<file path="config.mk">
export PLATFORM = sky130hd
export DESIGN_NAME = fir_output_decimator
export DESIGN_NICKNAME = d
export VERILOG_FILES = /design/src/rtl/fir_output_decimator_pkg.sv /design/src/rtl/fir_output_decimator_fifo.sv /design/src/rtl/fir_output_decimator.sv
export SDC_FILE = /design/constraint.sdc
export NUM_CORES = 1
export LEC_CHECK = 0
export ABC_AREA = 0
export ABC_CLOCK_PERIOD_IN_PS = 5800
export BUFFER_PORTS_ARGS = -buffer_cell sky130_fd_sc_hd__buf_2
export CAP_MARGIN = 30
export CORE_ASPECT_RATIO = 1.4
export CORE_MARGIN = 8
export CORE_UTILIZATION = 50
export CTS_BUF_LIST = sky130_fd_sc_hd__clkbuf_2
export CTS_CLUSTER_SIZE = 12
export DETAILED_ROUTE_END_ITERATION = 16
export GPL_ROUTABILITY_DRIVEN = 1
export MAX_ROUTING_LAYER = met4
export PLACE_DENSITY = 0.66
export SLEW_MARGIN = 20
export SYNTH_ARGS = -nofsm -noshare
export SYNTH_HDL_FRONTEND = slang
export SYNTH_SLANG_ARGS = --single-unit
export TNS_END_PERCENT = 30
</file>
<file path="constraint.sdc">
create_clock -name clock -period 5.8 [get_ports clock]
set_input_delay 1.45 -clock clock [delete_from_list [all_inputs] [get_ports clock]]
set_output_delay 1.45 -clock clock [all_outputs]
set_load 0.02 [all_outputs]
</file>
<file path="src/rtl/fir_output_decimator_pkg.sv">
// Shared types, limits and saturation helper for the FIR output decimator.
package fir_output_decimator_pkg;

    typedef logic signed [31:0] fp_32_t;

    typedef enum logic [1:0] {
        IDLE,
        WARMUP,
        STREAM
    } fir_decim_state_t;

    localparam fp_32_t FP_32_MAX = 32'sh7FFF_FFFF;
    localparam fp_32_t FP_32_MIN = 32'sh8000_0000;

    // Clamp a widened group sum back into the signed 32-bit range.
    function automatic fp_32_t sat_fp_32(input logic signed [33:0] value);
        if (value > 34'(FP_32_MAX)) begin
            return FP_32_MAX;
        end
        if (value < 34'(FP_32_MIN)) begin
            return FP_32_MIN;
        end
        return fp_32_t'(value[31:0]);
    endfunction

endpackage

</file>
<file path="src/rtl/fir_output_decimator_fifo.sv">
// fir_out_fifo: synchronous FIFO with a registered head word, occupancy output,
// sticky overflow flag, and push-while-full allowed when a pop happens on the same edge.
module fir_out_fifo
    import fir_output_decimator_pkg::*;
#(
    parameter int DEPTH = 8
) (
    input  logic                   clock,
    input  logic                   resetN,
    input  logic                   clear,
    input  logic                   push,
    input  logic [31:0]            push_data,
    input  logic                   out_ready,
    output logic [31:0]            out_data,
    output logic                   out_valid,
    output logic [$clog2(DEPTH):0] level,
    output logic                   overflow
);

    localparam int AW = $clog2(DEPTH);
    localparam logic [AW:0] LEVEL_ONE  = (AW+1)'(1);
    localparam logic [AW:0] LEVEL_FULL = (AW+1)'(DEPTH);

    fp_32_t        mem [DEPTH];
    logic [AW-1:0] rd_ptr;
    logic [AW-1:0] wr_ptr;
    logic          full;
    logic          pop;
    logic          do_push;

    assign out_valid = (level != '0);
    assign full      = (level == LEVEL_FULL);
    assign pop       = out_valid && out_ready;
    assign do_push   = push && (!full || pop);

    always_ff @(posedge clock) begin
        if (do_push && !clear) begin
            mem[wr_ptr] <= push_data;
        end
    end

    // out_data always mirrors the entry at rd_ptr, so after a pop it is refilled from
    // the next stored word, or from the incoming push when the buffer held just one.
    always_ff @(posedge clock or negedge resetN) begin
        if (!resetN) begin
            rd_ptr   <= '0;
            wr_ptr   <= '0;
            level    <= '0;
            overflow <= 1'b0;
            out_data <= '0;
        end else if (clear) begin
            rd_ptr   <= '0;
            wr_ptr   <= '0;
            level    <= '0;
            overflow <= 1'b0;
            out_data <= '0;
        end else begin
            if (do_push) begin
                wr_ptr <= wr_ptr + 1'b1;
            end
            if (pop) begin
                rd_ptr <= rd_ptr + 1'b1;
            end
            if (push && !do_push) begin
                overflow <= 1'b1;
            end
            if (do_push && !pop) begin
                level <= level + 1'b1;
            end else if (pop && !do_push) begin
                level <= level - 1'b1;
            end
            if (pop) begin
                if (level > LEVEL_ONE) begin
                    out_data <= mem[rd_ptr + 1'b1];
                end else if (do_push) begin
                    out_data <= push_data;
                end
            end else if (!out_valid && do_push) begin
                out_data <= push_data;
            end
        end
    end

endmodule

</file>
<file path="src/rtl/fir_output_decimator.sv">
// fir_output_decimator: discards filter warm-up samples, decimates by DECIM and buffers results.
// Define FIR_DECIM_ACCUMULATE_EN to integrate-and-dump each group instead of keeping its last sample.
module fir_output_decimator
    import fir_output_decimator_pkg::fir_decim_state_t;
#(
    parameter int DECIM      = 4,
    parameter int WARMUP     = 4,
    parameter int FIFO_DEPTH = 8
) (
    input  logic                        clock,
    input  logic                        resetN,
    input  logic                        run,
    input  logic                        clear,
    input  logic [31:0]                 y_in,
    output logic [31:0]                 out_data,
    output logic                        out_valid,
    input  logic                        out_ready,
    output logic [$clog2(FIFO_DEPTH):0] fifo_level,
    output logic                        overflow
);

    localparam int PW = (DECIM > 1) ? $clog2(DECIM) : 1;
    localparam int WW = (WARMUP > 1) ? $clog2(WARMUP) : 1;

    // The WARMUP parameter shadows the enum literal, so the states get local aliases.
    localparam fir_decim_state_t S_IDLE   = fir_output_decimator_pkg::IDLE;
    localparam fir_decim_state_t S_WARM   = fir_output_decimator_pkg::WARMUP;
    localparam fir_decim_state_t S_STREAM = fir_output_decimator_pkg::STREAM;

    fir_decim_state_t state;
    logic [WW-1:0]    warm_cnt;
    logic [PW-1:0]    phase_cnt;
    logic             stream_sample;
    logic             group_end;
    logic             warm_done;
    logic             push;
    logic [31:0]      push_data;

    assign stream_sample = run && ((state == S_STREAM) || (state == S_IDLE && WARMUP == 0));
    assign group_end     = (int'(phase_cnt) == DECIM - 1);
    assign warm_done     = (int'(warm_cnt) == WARMUP - 1);
    assign push          = stream_sample && group_end && !clear;

    // The edge that first sees run high already consumes a sample, so IDLE counts it too.
    always_ff @(posedge clock or negedge resetN) begin
        if (!resetN) begin
            state     <= S_IDLE;
            warm_cnt  <= '0;
            phase_cnt <= '0;
        end else if (clear || !run) begin
            state     <= S_IDLE;
            warm_cnt  <= '0;
            phase_cnt <= '0;
        end else begin
            case (state)
                S_IDLE, S_WARM: begin
                    if (WARMUP == 0) begin
                        state     <= S_STREAM;
                        phase_cnt <= group_end ? '0 : phase_cnt + 1'b1;
                    end else if (warm_done) begin
                        state    <= S_STREAM;
                        warm_cnt <= '0;
                    end else begin
                        state    <= S_WARM;
                        warm_cnt <= warm_cnt + 1'b1;
                    end
                end
                default: begin
                    phase_cnt <= group_end ? '0 : phase_cnt + 1'b1;
                end
            endcase
        end
    end

`ifdef FIR_DECIM_ACCUMULATE_EN
    logic signed [33:0] acc;
    logic signed [33:0] group_sum;

    assign group_sum = (phase_cnt == '0) ? 34'(signed'(y_in)) : acc + 34'(signed'(y_in));
    assign push_data = fir_output_decimator_pkg::sat_fp_32(group_sum);

    always_ff @(posedge clock or negedge resetN) begin
        if (!resetN) begin
            acc <= '0;
        end else if (clear || !run) begin
            acc <= '0;
        end else if (stream_sample) begin
            acc <= group_sum;
        end
    end
`else
    assign push_data = y_in;
`endif

    fir_out_fifo #(
        .DEPTH(FIFO_DEPTH)
    ) u_fifo (
        .clock    (clock),
        .resetN   (resetN),
        .clear    (clear),
        .push     (push),
        .push_data(push_data),
        .out_ready(out_ready),
        .out_data (out_data),
        .out_valid(out_valid),
        .level    (fifo_level),
        .overflow (overflow)
    );

endmodule

</file>
Word level (Yosys, flattened, before mapping)
Memory sizes are Yosys's and may differ from the RTL's.
Index checks and enable logic that the tools add are counted.
- input bits: 37
- output and inout port bits: 38
- memories kept: 1
- register bits: 49
- memory bits (writable): 256
- memory list (name ; words ; bits a word ; read ports ; clocked after Yosys merged registers in ; wr ports ; RTL line ; RTL):
    u_fifo.mem ; 8 ; 32 ; 1 ; 0 ; 1 ; fir_output_decimator_fifo.sv:24 ; fp_32_t mem [DEPTH];
- magnitude comparators: 1
- equality and inequality tests: 7
- reductions and logical operators: 28
- mux-type cells: 25
- add/sub/neg operators: 6
- operators with widths (operator ; count):
    32-bit two-way mux ; 5
    2-bit two-way mux ; 9
    3-bit two-way mux ; 4
    4-bit two-way mux ; 3
    1-bit logical AND ; 10
    2-bit nonzero test ; 4
    3-bit by 1-bit adder with 3-bit output, second input constant ; 2
    2-bit by 1-bit equality test with 1-bit output, second input constant ; 3
    1-bit zero test ; 6
    3-bit nonzero test ; 2
    2-bit by 1-bit adder with 2-bit output, second input constant ; 2
    4-bit by 1-bit adder with 4-bit output, second input constant ; 1
    4-bit equality test, second input constant ; 1
    4-bit by 1-bit > comparator with 1-bit output, second input constant ; 1
    1-bit two-way mux ; 4
    4-bit != test, second input constant ; 1
    4-bit nonzero test ; 1
    4-bit by 1-bit subtractor with 4-bit output, second input constant ; 1
    2-bit equality test, second input constant ; 1
    2-bit zero test ; 1
    1-bit logical OR ; 2
    2-bit != test, second input constant ; 1
    2-bit AND reduction ; 1
    2-bit OR reduction ; 1

Logic depth before layout (Yosys ltp)
Gate-level depths: netlist of run 1.
- word-level depth: 10
- depth in mapped cells: 7

Cells and area by module
From an unflattened synthesis of run 1, not the netlist that was laid out.
- cell total of the unflattened synthesis: 706
- area, all modules: 12274.3 sq um
- by module, submodules not included (module ; times used ; area an instance (sq um) ; cells an instance):
    fir_out_fifo ; 1 ; 11985.2 ; 680
    fir_output_decimator ; 1 ; 289.0 ; 26

Worst setup path after synthesis of run 1
No wires, ideal clock.
- path kind: input to register
- start point: in clear
- end point: mem u_fifo.mem[0][0] in the netlist's numbering (enable)
- slack: -26 ps
- data arrival time: 5325 ps
- stages on the path: 5
- setup time: 501 ps
- path buffers: 2
- path through: buf_2 > and4bb_2 > nand3b_1 > buf_2 > nor4_1
- longest elaborated chain between the ends: 6
- ends and longest elaborated chain (item ; RTL line ; RTL):
    start, declared ; fir_output_decimator.sv:13 ; input logic clear,
    1-bit zero test (*) ; fir_output_decimator_fifo.sv:37, fir_output_decimator.sv:42 ;
    1-bit logical AND ; fir_output_decimator.sv:42 ; assign push = stream_sample && group_end && !clear;
    1-bit logical AND ; fir_output_decimator_fifo.sv:34 ; assign do_push = push && (!full || pop);
    1-bit logical AND (*) ; fir_output_decimator_fifo.sv:37 ; if (do_push && !clear) begin
    1-bit two-way mux (*) ; fir_output_decimator_fifo.sv:37 ;
    1-bit two-way mux (implied by the code) (*) ; fir_output_decimator_fifo.sv:38 ; mem[wr_ptr] <= push_data;
    end, declared ; fir_output_decimator_fifo.sv:24 ;
Every way passes the cells marked *; elsewhere a longest branch is shown, timed or not.

Worst setup path in the final report of run 1
- start point: reg u_fifo.level[1]
- end point: out out_valid
- longest elaborated chain between the ends: 1
- ends and longest elaborated chain (item ; RTL line ; RTL):
    start, declared ; fir_output_decimator_fifo.sv:16 ; output logic [$clog2(DEPTH):0] level,
    start signal, assigned ; fir_output_decimator_fifo.sv:68 ; level <= level + 1'b1;
    start signal, assigned ; fir_output_decimator_fifo.sv:70 ; level <= level - 1'b1;
    4-bit nonzero test ; fir_output_decimator_fifo.sv:31 ; assign out_valid = (level != '0);
    end, declared ; fir_output_decimator.sv:16 ; output logic out_valid,
No other way between the ends.

==> flow_summary.toml, run 1 <==
[logic_synthesis]
synth-edff-count = 256
yosys.area.top_type = "edfxtp_1"
seq_area_frac_synth_pct = 73.4
synth.most_common_cell = "edfxtp_1"
avgSynthCellArea_um2 = 19.2
ys_async_sr_fraction_pct = 16.1
yosys-top-cells-area = "edfxtp_1 (63%), mux4_2 (12%), dfrtp_1 (10%)"
synth_nets = 677
synth.cell_area_um2 = 12100
yosys_warnings = 0
ys_ff_latch = 305
synth_ff_type = "edfxtp_1"
postSynthCellCount = 632
synth_top_area_share_pct = 63.3
yosysUniqueCellTypes = 36
synthTopCellsByCount = "edfxtp_1 (256), mux4_2 (64), dfrtp_1 (49), nand3_1 (37), mux2_2 (35)"

[global_routing]
gr-usage-all-layers_pct = 18.2
grt_pass1_vias = 7091
grt_overflow_total = 0
grt_pass1_wl_um = 40400
grt_antenna_before_repair = 1
grt_max_degree = 65

[floorplanning]
rows = 67
design.core.area_um2 = 23900
start_util_pct = 50.8
io_pins = 75
die_area_um2 = 29600
die_height_um = 200
die_w_um = 148

[clock_network]
cts_resized = 0
cts_root_buf = "clkbuf_2"
cts_hold_buf = 0
htreeDepth = 3
cts_sinks = 305
cts.path.max_buffers = 3
cts_inserted_buffers = 69
post_cts_buffers = 0
cts_tree = "done"
clkTransAtPathRegs_ns = 0.11
clk_latency_ns = 0.81

[route]
drc = 0
vias = 6463
first_pass_iters = 5
totalWireLength_um = 25700
wire_per_inst_um = 23.0
routed_via_density = 5.79
first_iter_violations = 420
ant_nets = 0

[timing]
relSlewSlack_pct = 42.8
hold_violations = 0
finalClockSkew_ns = 0.0593
rsz0062_at_grt = "false"
min_period_ns = 3.71
fmax_mhz = 270
fin_tns_setup_ns = 0
setup_viol = 0
max_slew.worst_pin.slew_ns = 0.858
slew_violations = 0
period_share_pct = 64.0

[finish]
final_util_pct = 56.9
nNetsFinal = 801
fin_cells = 1117
syn_to_final_growth_pct = 11.9
drive_gt1_share_pct = 39.2
filler_cell_count = 1864

[worst_setup_path]
crit_path_max_fanout = 7
cp.arrival_ns = 2.26
r2r_slack_ns = 2.48
worstReg2RegEnd = "u_fifo.out_data[15]$_DFFE_PN0P_"
criticalPathCategory = "reg2out"
crit_top_cell = "inv_1"
crit_chain = "inv_1 -> ha_1 -> nor3b_2 -> inv_1 -> buf_2"
worstSetupStartpointType = "register"
end_kind = "output port"
critPathMaxStageDelay_ns = 0.49
cp_slowest_cell = "dfrtp_1"
r2r-start = "u_fifo.rd_ptr[0]$_DFFE_PN0P_"
cp.required_ns = 4.35
r2r_cells = 6

[pwr]
leakage_nw = 4.73
ir_drop_v = 0.000177
power_density_nw_per_um2 = 380
power_mw = 5.17

[hold_path]
hold_depth = 2
holdPathEnd = "u_fifo.out_data[15]$_DFFE_PN0P_"
min_from = "u_fifo.out_data[15]$_DFFE_PN0P_"
hold_class = "reg2reg"

[place]
placed_cells = 995
gp_congestion = 0.769
hpwlAfterDp_um = 15200
portBuffers = 74

[outcome]
status = "finished clean"

[job]
drv_cap = 0
## per-stage QoR
step                      hold slack [ns]  cell area [um2]  setup slack [ns]
final                               0.530            13600              2.09
after global routing                0.554            13600              1.89
after CTS                           0.532            13600              1.99
after detailed placement            0.518            13000              2.07
after global placement              0.505            12900              1.86
after floorplan                     0.490            12200             0.830
## layer usage
| layer | up-vias | part of all wire, % | track usage, % |
|---|---|---|---|
| met5 | - | 0 | - |
| met2 | 173 | 55 | 31.6 |
| met4 | 0 | 1.3 | 6.80 |
| met1 | 3368 | 40 | 20.8 |
| met3 | 31 | 4.0 | 3.23 |
| li1 | 2891 | - | - |
## cells by family (layout without fill, tap and decap cells)
logic type,count (synthesis),count (layout),synth area share (%)
flops,305,305,73.4
compound gates,84,84,4.76
xor+xnor,3,3,0.216
buf+inv,50,224,1.99
other cells,0,1,0
mux,103,103,15.4
simple gates,79,79,3.38
fa+ha+maj,8,8,0.824
## registers in the layout, summed over array words and instances (netlist names)
name             count
u_fifo.rd_ptr        3
u_fifo.out_data     32
u_fifo.overflow      1
warm_cnt             2
u_fifo.wr_ptr        3
u_fifo.level         4
phase_cnt            2
state                2
u_fifo.mem         256
## placed cells by master, fill, tap and decap left out, types with 15 or more instances in the layout
cell type	synthesis	layout
nand3_1	37	37
mux4_2	64	64
mux2_2	35	35
a32oi_1	32	32
clkbuf_2	0	102
buf_4	0	18
buf_2	7	74
clkinv_1	0	15
dfrtp_1	49	48
edfxtp_1	256	256
o21ai_1	30	30
## cell type report
type | count | area, um2 | area share [%]
Timing Repair Buffer | 95 | 588 | 4.33
Antenna cell | 1 | 2.50 | 0.0184
Clock inverter | 19 | 73.8 | 0.543
Inverter | 8 | 30.0 | 0.221
Clock buffer | 102 | 510 | 3.76
Multi-Input combinational cell | 277 | 3080 | 22.7
Tap cell | 310 | 388 | 2.85
Sequential cell | 305 | 8920 | 65.6
## report_power, final
| part | switching [mW] | internal, mW |
|---|---|---|
| combinational | 0.682 | 0.656 |
| clock | 0.792 | 0.467 |
| sequential | 0.115 | 2.46 |
## how the worst max path moves through the flow
stage                     slack [ns]                           to                         from
after CTS                       1.99                    out_valid  u_fifo.level[1]$_DFFE_PN0P_
final                           2.09                    out_valid  u_fifo.level[1]$_DFFE_PN0P_
after detailed placement        2.07  u_fifo.mem[7][18]$_DFFE_PP_                        clear
after global placement          1.86  u_fifo.mem[3][15]$_DFFE_PP_                        clear
after global routing            1.89                    out_valid  u_fifo.level[1]$_DFFE_PN0P_
after floorplan                 0.83   u_fifo.mem[2][0]$_DFFE_PP_                        clear
## worst max-delay path, delay by kind of cell, from the launching register on
kind,cells,cell delay (ns)
flip-flops,1,0.49
buffers and inverters,3,0.48
AND/OR/NAND/NOR,1,0.30
adder cells (fa/ha/maj),1,0.19
Power figures use the tool's default switching activity.
==> inputs of run 2 (changes only) <==
ABC_CLOCK_PERIOD_IN_PS = 3000   (was 5800)
PLACE_DENSITY = 0.68   (was 0.66)
clock period = 3 ns   (was 5.8 ns; I/O delays follow)
==> flow_summary.toml, run 2 (synthesis results as in run 1) <==
[outcome]
status = "finished clean"

[finish]
syn_to_final_growth_pct = 13.7
filler_cell_count = 1864
drive_gt1_share_pct = 40.6
final_area_um2 = 13800
regMostFlops = "u_fifo.mem"
multiInputGateArea_um2 = 3110
largest_register_ffs = 256
layout_commonest_cell = "edfxtp_1"
nNetsFinal = 813
final_cell_mix = "edfxtp_1 (256), clkbuf_2 (105), buf_2 (74), mux4_2 (64), dfrtp_1 (46)"
register_area_um2 = 8920
reg_top3 = "u_fifo.mem x256, u_fifo.out_data x32, u_fifo.level x4"

[place]
gp_congestion = 0.764
hpwlAfterDp_um = 15000
portBuffers = 74
place_area_um2 = 13100

[floorplanning]
die_height_um = 200
rows = 67
die_w_um = 148
io_pins = 75
start_util_pct = 50.8
die_area_um2 = 29600
design.core.area_um2 = 23900

[global_routing]
grt_overflow_total = 0
gr-usage-all-layers_pct = 18.4
grt_pass1_wl_um = 40700
grt_antenna_before_repair = 1
grt_pass1_vias = 7152
grt_max_degree = 66

[timing]
min_period_ns = 2.83
relSlewSlack_pct = 48.1
setup_viol = 0
max_slew.worst_pin.slew_ns = 0.778
period_share_pct = 94.4
slew_violations = 0
finalClockSkew_ns = 0.0631
hold_violations = 0
fmax_mhz = 353

[job]
drv_cap = 0

[pwr]
p_comb_share_pct = 27.6
power_density_nw_per_um2 = 742
internal_power_mw = 7.13
p_sw_mw = 3.12
leakage_nw = 4.81
ir_drop_v = 0.000742
switching_share_pct = 30.4
seqPwrFrac_pct = 47.6
clockPowerShare_pct = 24.8
power_mw = 10.2

[route]
wl_met2_um = 13700
drc = 0
totalWireLength_um = 25900
wl_met1_um = 10100
first_iter_violations = 600
first_pass_iters = 5
routed_via_density = 5.89
ant_nets = 0
wire_per_inst_um = 22.9
vias = 6668
dr_wl_met3_um = 1560
top_layer_used = "met4"

[worst_setup_path]
end_kind = "output port"
crit_path_max_fanout = 4
criticalPathCategory = "reg2out"
worstSetupStartpointType = "register"
cp.arrival_ns = 2.08
cp.required_ns = 2.25

[clock_network]
cts_inserted_buffers = 70
cts_sinks = 305
clkTransAtPathRegs_ns = 0.12
clk_latency_ns = 0.82
cts.path.max_buffers = 3
cts_tree = "done"
cts_root_buf = "clkbuf_2"
htreeDepth = 3

[hold_path]
hold_class = "in2reg"
run 2: cell count changes in the layout (fill, tap and decap cells not counted), moves of 2 or more:
cell / change
dfrtp_2: +2
nor3_4: +4
clkbuf_2: +3
dfrtp_1: -2
nor3_2: -4
buf_12: +9
buf_16: -3
buf_4: +4
run 2: timing repair:
item	4_1_cts	5_1_grt
endpoints found under the setup margin	1	1
pin swaps	0	0
buffers inserted	1	5
hold buffers	1	0
hold endpoints to repair	28	0
gates resized for setup	3	2
gates cloned	0	0
run 2: per-stage QoR:
step / setup WS [ns] / instances / util, % / hold WS, ns / TNS [ns]
2_1_floorplan: -0.369 / 632 / - / 0.454 / -67.50
3_3_place_gp: 0.285 / 999 / 54.9 / 0.510 / 0
3_5_place_dp: 0.267 / 999 / 54.9 / 0.518 / 0
4_1_cts: 0.0291 / 1126 / 57.6 / 0.134 / 0
5_1_grt: -0.0133 / 1132 / 57.8 / 0.144 / -0.0133
6_report: 0.167 / 1132 / 57.8 / 0.232 / 0
run 2: worst paths after layout:
check / start / endpoint / slack (ns) / cells past startpoint
setup / recovery: u_fifo.level[1]$_DFFE_PN0P_ / out_valid / 0.17 / 5
hold / removal: y_in[15] / u_fifo.mem[7][15]$_DFFE_PP_ / 0.23 / 1
setup reg to reg: u_fifo.level[0]$_DFFE_PN0P_ / u_fifo.mem[4][25]$_DFFE_PP_ / 0.63 / 7
hold reg to reg: u_fifo.out_data[14]$_DFFE_PN0P_ / u_fifo.out_data[14]$_DFFE_PN0P_ / 0.52 / 2
max in group asynchronous: resetN / u_fifo.out_data[14]$_DFFE_PN0P_ / 1.81 / 3
min in group asynchronous: resetN / u_fifo.overflow$_DFFE_PN0P_ / 0.54 / 2
run 2: final cells by class:
type | count | area share (%)
clock inverters | 20 | 0.752
inverters | 8 | 0.217
well taps | 310 | 2.81
diodes | 1 | 0.0181
flip-flops and latches | 305 | 64.6
repair buffers | 106 | 5.26
multi-input cells | 277 | 22.5
clock buffers | 105 | 3.81
run 2: routing by layer:
layer / GRT usage, % / up-vias
li1: - / 2920
met1: 21.8 / 3474
met2: 30.3 / 236
met3: 3.99 / 38
met4: 7.23 / 0
met5: - / -
run 2: power groups by stage:
stage	combinational, mW	clock, mW	sequential [mW]
3_5_place_dp	2.79	0	4.97
2_1_floorplan	1.89	0	5.13
5_1_grt	3.05	2.81	4.90
6_report	2.83	2.54	4.88
4_1_cts	2.83	2.63	4.89
3_3_place_gp	2.76	0	4.96
run 2: critical path, stage by stage (launching register included):
cell,delay (ns)
dfrtp_2,0.45
inv_1,0.12
ha_2,0.22
nor3b_4,0.23
inv_2,0.08
buf_2,0.16
